### config.mk
export PLATFORM = sky130hd
export DESIGN_NAME = bloom_sram_shifter_flat
export DESIGN_NICKNAME = d
export VERILOG_FILES = /design/src/rtl/bloom_sram_shifter_pkg.sv /design/src/rtl/bloom_sram_shifter_if.sv /design/src/rtl/bloom_sram_shifter_lane_shift.sv /design/src/rtl/bloom_sram_shifter.sv /design/src/flat_wrapper.sv
export SDC_FILE = /design/constraint.sdc
export NUM_CORES = 1
export LEC_CHECK = 0
export ABC_CLOCK_PERIOD_IN_PS = 2410
export CAP_MARGIN = 0
export CORE_ASPECT_RATIO = 0.6
export CORE_MARGIN = 1.5
export CORE_UTILIZATION = 40
export CTS_BUF_LIST = sky130_fd_sc_hd__clkbuf_16
export DETAILED_ROUTE_END_ITERATION = 6
export PLACE_DENSITY = 0.86
export SLEW_MARGIN = 5
export SYNTH_ARGS = -nofsm -noshare
export SYNTH_HDL_FRONTEND = slang
export SYNTH_SLANG_ARGS = --single-unit
export TNS_END_PERCENT = 100
### constraint.sdc
create_clock -name clk -period 2.41 [get_ports clk]
set_input_delay 0.482 -clock clk [delete_from_list [all_inputs] [get_ports clk]]
set_output_delay 0.482 -clock clk [all_outputs]
set_load 0.02 [all_outputs]
### src/rtl/bloom_sram_shifter_pkg.sv
// ---------------------------------------------------------------------------
// bloom_sram_shifter_pkg
// Shared definitions for the Bloom-filter decay sweeper: sweep FSM state
// encoding, default parameter values and the lane-count helper.
// ---------------------------------------------------------------------------
package bloom_sram_shifter_pkg;

   localparam int unsigned DEF_SRAM_ADDR_WIDTH = 19;
   localparam int unsigned DEF_SRAM_DATA_WIDTH = 36;
   localparam int unsigned DEF_LANE_WIDTH      = 9;
   localparam int unsigned DEF_SHIFT_AMT       = 1;
   localparam int unsigned DEF_VLD_TIMEOUT     = 16;

   localparam int unsigned LANE_COUNT = DEF_SRAM_DATA_WIDTH / DEF_LANE_WIDTH;

   typedef enum logic [2:0] {
      S_IDLE    = 3'd0,
      S_RD_REQ  = 3'd1,
      S_RD_WAIT = 3'd2,
      S_WR_REQ  = 3'd3,
      S_NEXT    = 3'd4
   } state_t;

   function automatic int unsigned lane_count(int unsigned dw, int unsigned lw);
      return dw / lw;
   endfunction

endpackage

### src/rtl/bloom_sram_shifter_if.sv
// ---------------------------------------------------------------------------
// bloom_sram_shifter_if
// Read/write request port pair between the sweeper (master) and the SRAM
// arbiter (slave).
//   rd_req/rd_addr   : read request and word address        (master -> slave)
//   rd_ack           : read request accepted                (slave -> master)
//   rd_vld/rd_data   : read data qualifier and data         (slave -> master)
//   wr_req/wr_addr/wr_data : write request, address, data   (master -> slave)
//   wr_ack           : write request accepted               (slave -> master)
// ---------------------------------------------------------------------------
interface bloom_sram_shifter_if #(
   parameter int unsigned AW = 19,
   parameter int unsigned DW = 36
);
   logic          rd_req;
   logic [AW-1:0] rd_addr;
   logic          rd_ack;
   logic          rd_vld;
   logic [DW-1:0] rd_data;
   logic          wr_req;
   logic [AW-1:0] wr_addr;
   logic [DW-1:0] wr_data;
   logic          wr_ack;

   modport master (
      output rd_req, rd_addr, wr_req, wr_addr, wr_data,
      input  rd_ack, rd_vld, rd_data, wr_ack
   );

   modport slave (
      input  rd_req, rd_addr, wr_req, wr_addr, wr_data,
      output rd_ack, rd_vld, rd_data, wr_ack
   );
endinterface

### src/rtl/bloom_sram_shifter_lane_shift.sv
// ---------------------------------------------------------------------------
// bloom_lane_shift
// Purely combinational word shifter: every LANE_WIDTH-bit lane is shifted
// right by SHIFT_AMT independently, zero-filled, with no bits crossing into
// the neighbouring lane.
//   i_word : input word  (LANE_WIDTH*LANE_COUNT bits)
//   o_word : shifted word
// ---------------------------------------------------------------------------
module bloom_lane_shift #(
   parameter int unsigned LANE_WIDTH = 9,
   parameter int unsigned LANE_COUNT = 4,
   parameter int unsigned SHIFT_AMT  = 1
) (
   input  logic [LANE_WIDTH*LANE_COUNT-1:0] i_word,
   output logic [LANE_WIDTH*LANE_COUNT-1:0] o_word
);

   for (genvar g = 0; g < LANE_COUNT; g++) begin : g_lane
      // A shift by the full lane width yields zero, which clears the table.
      assign o_word[g*LANE_WIDTH +: LANE_WIDTH] = i_word[g*LANE_WIDTH +: LANE_WIDTH] >> SHIFT_AMT;
   end

endmodule

### src/rtl/bloom_sram_shifter.sv
// ---------------------------------------------------------------------------
// bloom_sram_shifter
// Ages a Bloom-filter table in SRAM: sweeps num_words words starting at
// base_addr, reads each word, right-shifts every counter lane and writes the
// word back through the arbiter's second port pair.
//   clk, reset        : clock, asynchronous active-high reset
//   enable            : arbiter initialised; start ignored while low
//   start             : one-cycle sweep start pulse
//   base_addr         : first word address (sampled on accepted start)
//   num_words         : word count (sampled on accepted start)
//   busy              : sweep in progress
//   done              : one-cycle pulse when the sweep ends
//   timeout_err       : one-cycle pulse per abandoned read
//   sram              : read/write request ports (master side)
//   words_shifted     : saturating count of words written back
//                       (only with BLOOM_SHIFTER_STATS_EN defined)
// ---------------------------------------------------------------------------
// state     | meaning
// ----------+-----------------------------------------------------------
// S_IDLE    | waiting for an accepted start
// S_RD_REQ  | read request held until rd_ack
// S_RD_WAIT | waiting for rd_vld, bounded by VLD_TIMEOUT
// S_WR_REQ  | write-back request held until wr_ack
// S_NEXT    | advance address, count down, finish or fetch next word
// ---------------------------------------------------------------------------
module bloom_sram_shifter
   import bloom_sram_shifter_pkg::*;
#(
   parameter int unsigned SRAM_ADDR_WIDTH = DEF_SRAM_ADDR_WIDTH,
   parameter int unsigned SRAM_DATA_WIDTH = DEF_SRAM_DATA_WIDTH,
   parameter int unsigned LANE_WIDTH      = DEF_LANE_WIDTH,
   parameter int unsigned SHIFT_AMT       = DEF_SHIFT_AMT,
   parameter int unsigned VLD_TIMEOUT     = DEF_VLD_TIMEOUT
) (
   input  logic                       clk,
   input  logic                       reset,
   input  logic                       enable,
   input  logic                       start,
   input  logic [SRAM_ADDR_WIDTH-1:0] base_addr,
   input  logic [SRAM_ADDR_WIDTH-1:0] num_words,
   output logic                       busy,
   output logic                       done,
   output logic                       timeout_err,
`ifdef BLOOM_SHIFTER_STATS_EN
   output logic [31:0]                words_shifted,
`endif
   bloom_sram_shifter_if.master       sram
);

   localparam int unsigned LANE_CNT = lane_count(SRAM_DATA_WIDTH, LANE_WIDTH);
   localparam int unsigned CNT_W    = $clog2(VLD_TIMEOUT + 1);
   // Last RD_WAIT cycle before the read is abandoned; the counter is 0 on entry.
   localparam logic [CNT_W-1:0] CNT_LAST = CNT_W'(VLD_TIMEOUT - 1);

   state_t                      r_state;
   state_t                      w_state_nxt;
   logic [SRAM_ADDR_WIDTH-1:0]  r_cur_addr;
   logic [SRAM_ADDR_WIDTH-1:0]  r_remaining;
   logic [CNT_W-1:0]            r_wait_cnt;
   logic [SRAM_DATA_WIDTH-1:0]  r_wr_data;
   logic                        r_done;
   logic                        r_timeout_err;
   logic [SRAM_DATA_WIDTH-1:0]  w_shifted;
   logic                        w_accept;
   logic                        w_rd_req;
   logic                        w_wr_req;
   logic                        w_vld_take;
   logic                        w_wr_take;
   logic                        w_timeout_hit;
   logic                        w_last_word;

   bloom_lane_shift #(
      .LANE_WIDTH (LANE_WIDTH),
      .LANE_COUNT (LANE_CNT),
      .SHIFT_AMT  (SHIFT_AMT)
   ) u_lane_shift (
      .i_word (sram.rd_data),
      .o_word (w_shifted)
   );

   assign w_last_word = (r_remaining == SRAM_ADDR_WIDTH'(1));

   always_ff @(posedge clk or posedge reset) begin
      if (reset) begin
         r_state <= S_IDLE;
      end else begin
         r_state <= w_state_nxt;
      end
   end

   // Requests drop combinationally in the ack cycle: the arbiter re-samples
   // req there, so a held request would earn a second grant.
   always_comb begin
      w_state_nxt   = r_state;
      w_accept      = 1'b0;
      w_rd_req      = 1'b0;
      w_wr_req      = 1'b0;
      w_vld_take    = 1'b0;
      w_wr_take     = 1'b0;
      w_timeout_hit = 1'b0;
      case (r_state)
         S_IDLE: begin
            if (start && enable) begin
               w_accept = 1'b1;
               if (num_words != '0) begin
                  w_state_nxt = S_RD_REQ;
               end
            end
         end
         S_RD_REQ: begin
            w_rd_req = ~sram.rd_ack;
            if (sram.rd_ack) begin
               w_state_nxt = S_RD_WAIT;
            end
         end
         S_RD_WAIT: begin
            if (sram.rd_vld) begin
               w_vld_take  = 1'b1;
               w_state_nxt = S_WR_REQ;
            end else if (r_wait_cnt == CNT_LAST) begin
               w_timeout_hit = 1'b1;
               w_state_nxt   = S_NEXT;
            end
         end
         S_WR_REQ: begin
            w_wr_req = ~sram.wr_ack;
            if (sram.wr_ack) begin
               w_wr_take   = 1'b1;
               w_state_nxt = S_NEXT;
            end
         end
         S_NEXT: begin
            w_state_nxt = w_last_word ? S_IDLE : S_RD_REQ;
         end
         default: begin
            w_state_nxt = S_IDLE;
         end
      endcase
   end

   always_ff @(posedge clk or posedge reset) begin
      if (reset) begin
         r_cur_addr    <= '0;
         r_remaining   <= '0;
         r_wait_cnt    <= '0;
         r_wr_data     <= '0;
         r_done        <= 1'b0;
         r_timeout_err <= 1'b0;
      end else begin
         r_done        <= 1'b0;
         r_timeout_err <= w_timeout_hit;
         if (w_accept) begin
            r_cur_addr  <= base_addr;
            r_remaining <= num_words;
            r_done      <= (num_words == '0);
         end
         if (r_state == S_NEXT) begin
            r_cur_addr  <= r_cur_addr + SRAM_ADDR_WIDTH'(1);
            r_remaining <= r_remaining - SRAM_ADDR_WIDTH'(1);
            r_done      <= w_last_word;
         end
         // Held at zero outside RD_WAIT so every read starts a fresh window.
         r_wait_cnt <= (r_state == S_RD_WAIT) ? r_wait_cnt + CNT_W'(1) : '0;
         if (w_vld_take) begin
            r_wr_data <= w_shifted;
         end
      end
   end

`ifdef BLOOM_SHIFTER_STATS_EN
   logic [31:0] r_words_shifted;

   always_ff @(posedge clk or posedge reset) begin
      if (reset) begin
         r_words_shifted <= '0;
      end else if (w_accept) begin
         r_words_shifted <= '0;
      end else if (w_wr_take && (r_words_shifted != '1)) begin
         r_words_shifted <= r_words_shifted + 32'd1;
      end
   end

   assign words_shifted = r_words_shifted;
`endif

   assign busy         = (r_state != S_IDLE);
   assign done         = r_done;
   assign timeout_err  = r_timeout_err;
   assign sram.rd_req  = w_rd_req;
   assign sram.rd_addr = r_cur_addr;
   assign sram.wr_req  = w_wr_req;
   assign sram.wr_addr = r_cur_addr;
   assign sram.wr_data = r_wr_data;

endmodule
### src/flat_wrapper.sv
// flat-port wrapper written by rule: the top's interface ports become plain ports
module bloom_sram_shifter_flat import bloom_sram_shifter_pkg::*;
#(
   parameter int unsigned SRAM_ADDR_WIDTH = DEF_SRAM_ADDR_WIDTH,
   parameter int unsigned SRAM_DATA_WIDTH = DEF_SRAM_DATA_WIDTH,
   parameter int unsigned LANE_WIDTH      = DEF_LANE_WIDTH,
   parameter int unsigned SHIFT_AMT       = DEF_SHIFT_AMT,
   parameter int unsigned VLD_TIMEOUT     = DEF_VLD_TIMEOUT
)
  (clk, reset, enable, start, base_addr, num_words, busy, done, timeout_err, sram_rd_req, sram_rd_addr, sram_wr_req, sram_wr_addr, sram_wr_data, sram_rd_ack, sram_rd_vld, sram_rd_data, sram_wr_ack);
  bloom_sram_shifter_if sram_i ();
  input  logic clk;
  input  logic reset;
  input  logic enable;
  input  logic start;
  input  logic [SRAM_ADDR_WIDTH-1:0] base_addr;
  input  logic [SRAM_ADDR_WIDTH-1:0] num_words;
  output logic busy;
  output logic done;
  output logic timeout_err;
  output wire logic [$bits(sram_i.rd_req)-1:0] sram_rd_req;
  output wire logic [$bits(sram_i.rd_addr)-1:0] sram_rd_addr;
  output wire logic [$bits(sram_i.wr_req)-1:0] sram_wr_req;
  output wire logic [$bits(sram_i.wr_addr)-1:0] sram_wr_addr;
  output wire logic [$bits(sram_i.wr_data)-1:0] sram_wr_data;
  input wire logic [$bits(sram_i.rd_ack)-1:0] sram_rd_ack;
  input wire logic [$bits(sram_i.rd_vld)-1:0] sram_rd_vld;
  input wire logic [$bits(sram_i.rd_data)-1:0] sram_rd_data;
  input wire logic [$bits(sram_i.wr_ack)-1:0] sram_wr_ack;
  assign sram_rd_req = sram_i.rd_req;
  assign sram_rd_addr = sram_i.rd_addr;
  assign sram_wr_req = sram_i.wr_req;
  assign sram_wr_addr = sram_i.wr_addr;
  assign sram_wr_data = sram_i.wr_data;
  assign sram_i.rd_ack = sram_rd_ack;
  assign sram_i.rd_vld = sram_rd_vld;
  assign sram_i.rd_data = sram_rd_data;
  assign sram_i.wr_ack = sram_wr_ack;
  bloom_sram_shifter #(.SRAM_ADDR_WIDTH(SRAM_ADDR_WIDTH), .SRAM_DATA_WIDTH(SRAM_DATA_WIDTH), .LANE_WIDTH(LANE_WIDTH), .SHIFT_AMT(SHIFT_AMT), .VLD_TIMEOUT(VLD_TIMEOUT)) u_core (.clk(clk), .reset(reset), .enable(enable), .start(start), .base_addr(base_addr), .num_words(num_words), .busy(busy), .done(done), .timeout_err(timeout_err), .sram(sram_i));
endmodule
==> results of run 1 <==
[logic make-up (layout without fill, tap and decap cells)]
kind of cell | Yosys count | in the layout | share of synthesized area
AO/OA/AOI/OAI | 73 | 73 | 0.129
flip-flops | 80 | 80 | 0.476
XOR/XNOR | 2 | 2 | 0.00417
AND/OR/NAND/NOR | 157 | 157 | 0.208
buffers and inverters | 57 | 192 | 0.0783
other | 1 | 4 | 0.000892
multiplexers | 33 | 33 | 0.0884
adder cells (fa/ha/maj) | 5 | 5 | 0.0149
[sequential cells by signal, indices dropped and copies added (netlist names)]
register	cells
u_core.sram.wr_data	32
u_core.r_remaining	19
u_core.r_wait_cnt	5
u_core.done	1
u_core.timeout_err	1
u_core.r_state	3
u_core.sram.rd_addr	19
[area by class of cell]
class / instances / area [µm²] / area share
sequential: 80 / 2000 / 0.330
multi-input combinational: 274 / 1880 / 0.310
timing repair buffer: 162 / 1640 / 0.270
clock buffer: 9 / 225 / 0.0371
tap: 135 / 169 / 0.0278
clock inverter: 7 / 96.3 / 0.0159
inverter: 14 / 56.3 / 0.00927
[power by group]
group          switching (mW)  leakage [nW]  internal, mW
combinational            1.76          1.35          1.82
sequential              0.672         0.953          1.96
clock                   0.552         0.148         0.906
total                    2.98          2.45          4.69
[final timing paths]
kind	from	endpoint	slack, ns	cells past startpoint
min reg2reg	u_core.r_wait_cnt[0]	u_core.r_wait_cnt[0]	0.47	1
max reg2reg	u_core.r_state[0]	u_core.r_remaining[7]	0.35	5
max	u_core.r_state[2]	sram_rd_req	0.19	3
min	u_core.r_wait_cnt[0]	u_core.r_wait_cnt[0]	0.47	1
max in group asynchronous	reset	u_core.r_state[1]	1.45	3
min in group asynchronous	reset	u_core.sram.wr_data[16]	0.62	3
[metrics by stage]
step	power, mW	cell area (µm²)	std cells	setup WS, ns	util
6_report	7.67	6070	681	0.185	0.606
5_1_grt	8.13	6070	681	0.0644	0.606
4_1_cts	7.73	6060	681	0.0176	0.605
3_5_place_dp	6.22	5740	665	0.0786	0.573
3_3_place_gp	6.08	5740	665	0.0865	0.573
2_1_floorplan	4.69	4220	411	0.495	-
[metal layers]
metal  vias to the layer above  global-route usage  part of all wire
met5                         -                   0                 0
met4                         0              0.0505            0.0087
met3                        21              0.0495             0.081
met2                       182               0.357              0.47
met1                      1865               0.285              0.44
li1                       1759                   -                 -
[cell usage in the layout (no fill, tap or decap), types with 9 or more instances in the layout]
cell type / instances
o21ai_0: 11
dfrtp_1: 78
nor2_1: 36
a211oi_1: 14
inv_1: 13
clkbuf_16: 9
nor3_1: 17
clkdlybuf4s50_1: 149
mux2_2: 33
and3_1: 13
nor4_1: 11
nand2_1: 27
nand3_1: 13
==> flow_summary_export.csv, run 1 <==
group,metric,value,unit
run_status,outcome,"finished clean",
cells_and_area,drive_gt1_frac,0.139,
clock_tree,postCtsHoldBufs,0,
cells_and_area,syn2layout_area_growth,44.4,%
placed_design,place.gp.congestion,0.878,
clock_tree,clockBufferDepth,2,
routing,via_per_inst,5.62,
global_route,grt_pass1_wl,18600,µm
clock_tree,root_buffer,"clkbuf_16",
floorplan,ios,160,
worst_setup_path,path_class,"reg -> out",
routing,dr_total_vias,3827,
worst_setup_path,critical_path_required,1.93,ns
placed_design,place_hpwl,8250,µm
synth,ys_async_sr_fraction,1.00,
worst_setup_path,endpoint_kind,"primary output",
sta,worst_hold_slack,0.467,ns
sta,grt_setup_unrepaired,"false",
sta,drv_slew,0,
sta,fin_skew,0.00547,ns
floorplan,num_rows,28,
sta,worstMarginPinSlew,0.538,ns
cells_and_area,finish.net_count,627,
global_route,grt_pass1_vias,3848,
sta,fin_crit,2.22,ns
clock_tree,ctsResizeCount,1,
synth,synth_common_cells,"80 x dfrtp_1, 36 x nor2_1, 33 x mux2_2",
floorplan,die_w,135,µm
floorplan,fp.dieArea,11200,µm²
clock_tree,clkSinkCount,80,
floorplan,coreArea,10000,µm²
pwr,irDropWorstVdd,0.728,mV
sta,setup_viol,0,
synth,ys.flop_type,"dfrtp_1",
worst_setup_path,crit_buf_inv,1,
routing,drt_iter0_markers,265,
global_route,grt_usage,0.213,
sta,maxSlewHeadroom,0.638,
routing,firstDrtPassIters,5,
worst_setup_path,arrival,1.74,ns
synth,ys_ff_latch,80,
worst_setup_path,critical-path-max-stage-delay,0.64,ns
synth,ys_top_cells_by_area,"dfrtp_1 48%, mux2_2 8.8%, buf_4 4.8%",
clock_tree,clk_pin_slew,0.06,ns
floorplan,initial_utilization,0.419,
hold_path,min_path_type,"reg -> reg",
sta,fin_crit_sh,0.923,
worst_setup_path,cp_cell_sequence,"nand2b_1, nor3_1, clkdlybuf4s50_1",
routing,route.detailed.drc,0,
global_route,grt_overflow_total,0,
routing,wl,11400,µm
sta,finalSetupTns,0,ns
worst_setup_path,cp_slowest_cell,"clkdlybuf4s50_1",
pwr,power_density,1260,nW/µm²
sta,timing.fmax,450,MHz
synth,synth_top_area_cell,"dfrtp_1",
floorplan,die_h,82.4,µm
synth,synth_cell_type_count,54,
synth,syn-mean-instance-area,10.3,µm²
global_route,antenna_found_initial,0,
cells_and_area,antennaDiodeCount,0,
cells_and_area,fillCellCount,824,
pwr,power.leakage,2.45,nW
run,max-cap-violations,0,
synth,yosysMostFrequentCell,"dfrtp_1",
placed_design,io_buffers,151,
worst_setup_path,crit_family,"buffers and inverters",
clock_tree,clock_latency,0.33,ns
routing,avgRoutedWirePerCell,16.7,µm
clock_tree,h-tree-depth,3,
synth,synth_warnings,0,
clock_tree,postCtsSetupBuffers,0,
worst_setup_path,crit_path_start_kind,"flip-flop",
clock_tree,cts_tree,"built",
synth,synthesis.instances,408,
synth,synth_seq_area_share,0.476,
synth,syn-cell-area,4200,µm²
global_route,grt_max_degree,81,
synth,synth_edf_count,0,
clock_tree,tritoncts.num_buffers,9,
sta,hold_viol_final,0,
synth,yosysTopAreaCellShare,0.476,
worst_setup_path,critPathMaxFanout,5,
routing,drtAntennaViolNets,0,
No activity file was read; power rests on OpenSTA's default activity.
==> run 2, diff against run 1 <==
Settings changed: ABC_CLOCK_PERIOD_IN_PS 2410 to 1800, CORE_UTILIZATION 40 to 25, PLACE_DENSITY 0.86 to 0.61.
Clock period 2.41 ns to 1.8 ns, I/O delays scaled along.
==> flow_summary_export.csv, run 2 (synthesis gave the netlist of run 1 again) <==
group,metric,value,unit
placed_design,io_buffers,151,
routing,dr_total_vias,4044,
cells_and_area,final_cell_count_no_fill,841,
sta,fin_crit_sh,1.02,
sta,timing.fmax,547,MHz
floorplan,coreArea,16400,µm²
routing,wl,14300,µm
worst_setup_path,cpMostUsedCell,"buf_12",
cells_and_area,final_common_cell,"clkdlybuf4s50_1",
worst_setup_path,cp_cell_sequence,"buf_6, or3b_4, nor2_4, buf_12, buf_12, mux2_4",
cells_and_area,finish.net_count,693,
run_status,outcome,"complete, but fails checks",
global_route,antenna_found_initial,0,
clock_tree,cts_tree,"built",
placed_design,place_hpwl,9790,µm
routing,drtAntennaViolNets,0,
clock_tree,tritoncts.num_buffers,9,
worst_setup_path,crit_buf_inv,3,
sta,fin_crit,1.83,ns
sta,drv_slew,0,
global_route,grt_overflow_total,0,
sta,worstMarginPinSlew,0.510,ns
sta,setup_viol,33,
cells_and_area,layout_common_cells,"113 x clkdlybuf4s50_1, 79 x dfrtp_1, 57 x buf_4, 35 x nor2_1, 33 x mux2_4",
worst_setup_path,arrival,2.05,ns
sta,fin_skew,0.00796,ns
sta,worst_hold_slack,0.478,ns
cells_and_area,largest_register_ffs,32,
placed_design,postPlaceCellArea,6270,µm²
sta,grt_setup_unrepaired,"true",
pwr,power.leakage,3.18,nW
floorplan,initial_utilization,0.257,
clock_tree,clkSinkCount,80,
worst_setup_path,critical_path_required,2.02,ns
routing,route.detailed.drc,0,
worst_setup_path,crit_family,"simple AND/OR/NAND/NOR gates",
sta,hold_viol_final,0,
hold_path,min_path_type,"reg -> reg",
placed_design,place.gp.congestion,0.858,
run_status,violations,"setup timing",
clock_tree,clk_pin_slew,0.07,ns
pwr,power_density,1610,nW/µm²
clock_tree,clockBufferDepth,2,
floorplan,die_h,103,µm
floorplan,ios,160,
sta,maxSlewHeadroom,0.657,
placed_design,dp.cells,808,
routing,avgRoutedWirePerCell,17.0,µm
worst_setup_path,path_class,"reg -> reg",
sta,finalSetupTns,-0.498,ns
sta,layout_setup_ws,-0.0274,ns
worst_setup_path,cp_slowest_cell,"dfrtp_1",
routing,firstDrtPassIters,4,
cells_and_area,drive_gt1_frac,0.278,
placed_design,dp_worst_setup_slack,-0.316,ns
cells_and_area,design_area,7130,µm²
global_route,grt_pass1_vias,3998,
global_route,grt_usage,0.161,
routing,via_per_inst,4.81,
pwr,power,11.4,mW
worst_setup_path,critical-path-max-stage-delay,0.43,ns
worst_setup_path,critPathMaxFanout,8,
pwr,irDropWorstVdd,0.622,mV
global_route,grt_pass1_wl,21600,µm
cells_and_area,final_core_util,0.436,
worst_setup_path,crit_path_start_kind,"flip-flop",
run,max-cap-violations,0,
routing,drt_iter0_markers,226,
floorplan,die_w,170,µm
cells_and_area,fillCellCount,1564,
clock_tree,root_buffer,"clkbuf_16",
clock_tree,clock_latency,0.34,ns
floorplan,fp.dieArea,17600,µm²
floorplan,num_rows,36,
cells_and_area,syn2layout_area_growth,69.5,%
worst_setup_path,endpoint_kind,"flip-flop",
clock_tree,h-tree-depth,3,
global_route,grt_max_degree,81,
run 2: cell count changes in the layout (fill, tap and decap cells not counted), moves of 5 or more:
cell | previous run | this run
dlymetal6s2s_1 | 2 | 20
buf_4 | 8 | 57
mux2_2 | 33 | 0
buf_6 | 0 | 12
nor4_1 | 11 | 4
mux2_4 | 0 | 33
nor4_2 | 0 | 5
dlygate4sd2_1 | 0 | 15
o21ai_0 | 11 | 6
clkdlybuf4s50_1 | 149 | 113
run 2: final timing paths:
| path | start | to | slack (ns) | cells after the start |
|---|---|---|---|---|
| worst min-delay path | u_core.r_wait_cnt[0] | u_core.r_wait_cnt[0] | 0.48 | 1 |
| min in group asynchronous | reset | u_core.timeout_err | 0.49 | 3 |
| worst max register to register | u_core.r_state[2] | u_core.sram.wr_data[2] | -0.03 | 6 |
| max in group asynchronous | reset | u_core.sram.rd_addr[4] | 0.95 | 3 |
| worst max-delay path | u_core.r_state[2] | u_core.sram.wr_data[2] | -0.03 | 6 |
| worst min register to register | u_core.r_wait_cnt[0] | u_core.r_wait_cnt[0] | 0.48 | 1 |
run 2: routing by layer:
metal | wire [µm] | global-route usage | up-vias
met1 | 7080 | 0.241 | 2021
li1 | - | - | 1884
met2 | 6270 | 0.237 | 127
met4 | 137 | 0.0402 | 0
met3 | 779 | 0.0327 | 12
met5 | 0 | 0 | -
run 2: final cells by class:
class | instances | area (µm²) | area share
Antenna cell | 1 | 2.50 | 0.000351
Clock buffer | 9 | 225 | 0.0316
Clock inverter | 7 | 78.8 | 0.0111
Inverter | 14 | 56.3 | 0.00790
Multi-Input combinational cell | 274 | 2190 | 0.307
Sequential cell | 80 | 2000 | 0.281
Tap cell | 228 | 285 | 0.0400
Timing Repair Buffer | 228 | 2290 | 0.321
run 2: repair_timing:
action | CTS | global route
setup buffers | 5 | 8
gates resized for setup | 59 | 83
pin swaps | 10 | 13
endpoints found under the setup margin | 66 | 84
hold buffers | 0 | 0
cloned | 3 | 1
run 2: worst reg2reg max path, cell delays in order, from the launching register on:
cell	delay (ns)
dfrtp_1	0.43
buf_6	0.14
or3b_4	0.40
nor2_4	0.13
buf_12	0.14
buf_12	0.15
mux2_4	0.32
run 2: report_power, final:
group | leakage, nW | internal [mW] | total, mW | switching, mW
logic | 2.08 | 3.21 | 6.21 | 3.00
registers | 0.954 | 2.63 | 3.32 | 0.692
clock network | 0.144 | 1.09 | 1.91 | 0.821
==> run 3, diff against run 2 <==
Settings changed: DONT_BUFFER_PORTS set to 1, PLACE_DENSITY 0.61 to 0.49.
==> flow_summary_export.csv, run 3 (synthesis gave the netlist of run 1 again) <==
group,metric,value,unit
worst_setup_path,cp_slowest_cell,"or3b_4",
routing,drt_iter0_markers,182,
cells_and_area,largest_register_ffs,32,
cells_and_area,drive_gt1_frac,0.339,
worst_setup_path,path_class,"reg -> reg",
placed_design,io_buffers,0,
routing,wl,12500,µm
sta,worst_hold_slack,0.0907,ns
global_route,grt_usage,0.146,
run_status,outcome,"complete, but fails checks",
global_route,antenna_found_initial,1,
sta,fin_crit_sh,1.00,
clock_tree,clockBufferDepth,2,
worst_setup_path,critPathMaxFanout,14,
floorplan,num_rows,36,
placed_design,dp.cells,672,
worst_setup_path,critical_path_required,2.02,ns
sta,setup_viol,1,
global_route,grt_max_degree,49,
pwr,swShare,0.417,
floorplan,fp.dieArea,17600,µm²
cells_and_area,finish.net_count,547,
cells_and_area,final_core_util,0.333,
worst_setup_path,arrival,2.03,ns
clock_tree,cts_tree,"built",
cells_and_area,layout_common_cells,"80 x dfrtp_1, 66 x buf_4, 36 x nor2_1, 26 x nand2_1, 17 x mux2_2",
clock_tree,clkSinkCount,80,
clock_tree,clk_pin_slew,0.07,ns
run,max-cap-violations,0,
cells_and_area,syn2layout_area_growth,29.6,%
floorplan,die_w,170,µm
routing,dr_wl_met2,5140,µm
placed_design,place_hpwl,9230,µm
pwr,power_density,1810,nW/µm²
floorplan,initial_utilization,0.257,
global_route,grt_pass1_vias,3470,
pwr,power_switching,4.12,mW
sta,drv_slew,0,
worst_setup_path,crit_path_start_kind,"flip-flop",
run_status,violations,"setup timing",
sta,layout_setup_ws,-0.00505,ns
clock_tree,clock_latency,0.34,ns
routing,wl_met1,5800,µm
placed_design,place.gp.congestion,0.796,
routing,highest_layer,"met4",
routing,via_per_inst,4.90,
routing,avgRoutedWirePerCell,18.0,µm
routing,route.detailed.drc,0,
routing,drtAntennaViolNets,0,
sta,grt_setup_unrepaired,"true",
global_route,grt_pass1_wl,19100,µm
sta,fin_crit,1.81,ns
global_route,grt_overflow_total,0,
cells_and_area,final_cell_count_no_fill,695,
clock_tree,tritoncts.num_buffers,9,
routing,firstDrtPassIters,4,
cells_and_area,final_common_cell,"dfrtp_1",
worst_setup_path,endpoint_kind,"flip-flop",
routing,wl_met3,1380,µm
sta,hold_viol_final,0,
floorplan,ios,160,
pwr,pwr-share-comb,0.418,
sta,fin_skew,0.00836,ns
hold_path,holdPathStages,1,
pwr,power_frac_clock,0.201,
worst_setup_path,r2r_cells,5,
worst_setup_path,cp_cell_sequence,"buf_6, or3b_4, nor2_4, buf_12, mux2_2",
floorplan,coreArea,16400,µm²
pwr,power.leakage,2.31,nW
routing,dr_total_vias,3403,
hold_path,min_path_type,"in -> reg",
pwr,internal-power,5.75,mW
pwr,irDropWorstVdd,0.789,mV
pwr,pwr-share-seq,0.380,
floorplan,die_h,103,µm
clock_tree,h-tree-depth,3,
sta,timing.fmax,554,MHz
worst_setup_path,critical-path-max-stage-delay,0.41,ns
clock_tree,root_buffer,"clkbuf_16",
## run 3: cell count changes in the layout (fill, tap and decap cells not counted), sizes merged
cell           delta
dlygate4sd2      -15
inv               -1
bufinv            +1
clkbuf            +1
buf               +1
dlygate4sd3       +1
dlymetal6s2s     -20
clkdlybuf4s15     -1
clkdlybuf4s50   -113
## run 3: timing repair
action,4_1_cts,5_1_grt
gates resized for setup,9,40
endpoints found under the setup margin,35,50
cloned,0,2
buffers inserted,0,3
endpoints found under the hold margin,40,0
pin swaps,1,10
hold buffers,1,0
## run 3: critical path, delay by kind of cell, from the launching register on
kind | cells | cell delay, ns
AND/OR/NAND/NOR | 2 | 0.63
buffers and inverters | 2 | 0.33
multiplexers | 1 | 0.34
flip-flops | 1 | 0.38
## run 3: layer usage
layer	global-route usage	up-vias
li1	-	1601
met1	0.194	1639
met2	0.202	149
met3	0.0757	14
met4	0.0470	0
met5	0	-
## run 3: worst paths after layout
| path | startpoint | to | slack [ns] |
|---|---|---|---|
| max | u_core.r_state[0] | u_core.sram.wr_data[24] | -0.005 |
| min | sram_rd_vld | u_core.timeout_err | 0.09 |
| max reg2reg | u_core.r_state[0] | u_core.sram.wr_data[24] | -0.005 |
| min reg2reg | u_core.r_wait_cnt[0] | u_core.r_wait_cnt[0] | 0.47 |
| max in group asynchronous | reset | u_core.r_remaining[17] | 0.93 |
| min in group asynchronous | reset | u_core.sram.wr_data[27] | 0.58 |
## run 3: cell type report
cell class	instances	area, µm²
Clock inverter	7	96.3
Tap cell	228	285
Inverter	14	56.3
Antenna cell	1	2.50
Sequential cell	80	2000
Fill cell	1676	10900
Clock buffer	9	225
Timing Repair Buffer	82	723
Multi-Input combinational cell	274	2060
## run 3: power by group through the flow
stage | clock [mW] | sequential (mW) | combinational (mW)
after detailed placement | 0 | 3.71 | 3.76
after global placement | 0 | 3.71 | 3.66
after global routing | 2.15 | 3.87 | 4.50
final | 1.99 | 3.75 | 4.13
after CTS | 2.06 | 3.72 | 3.80
after floorplan | 0 | 3.98 | 2.33
## run 3: per-stage QoR
| step | area [µm²] | TNS [ns] | total power [mW] | setup WS (ns) |
|---|---|---|---|---|
| after floorplan | 4240 | -0.530 | 6.32 | -0.0265 |
| after global placement | 4870 | -0.0288 | 7.37 | -0.0196 |
| after detailed placement | 4870 | -0.0849 | 7.47 | -0.0411 |
| after CTS | 5230 | -0.0119 | 9.59 | -0.00938 |
| after global routing | 5440 | -1.13 | 10.5 | -0.0522 |
| final | 5450 | -0.00505 | 9.87 | -0.00505 |
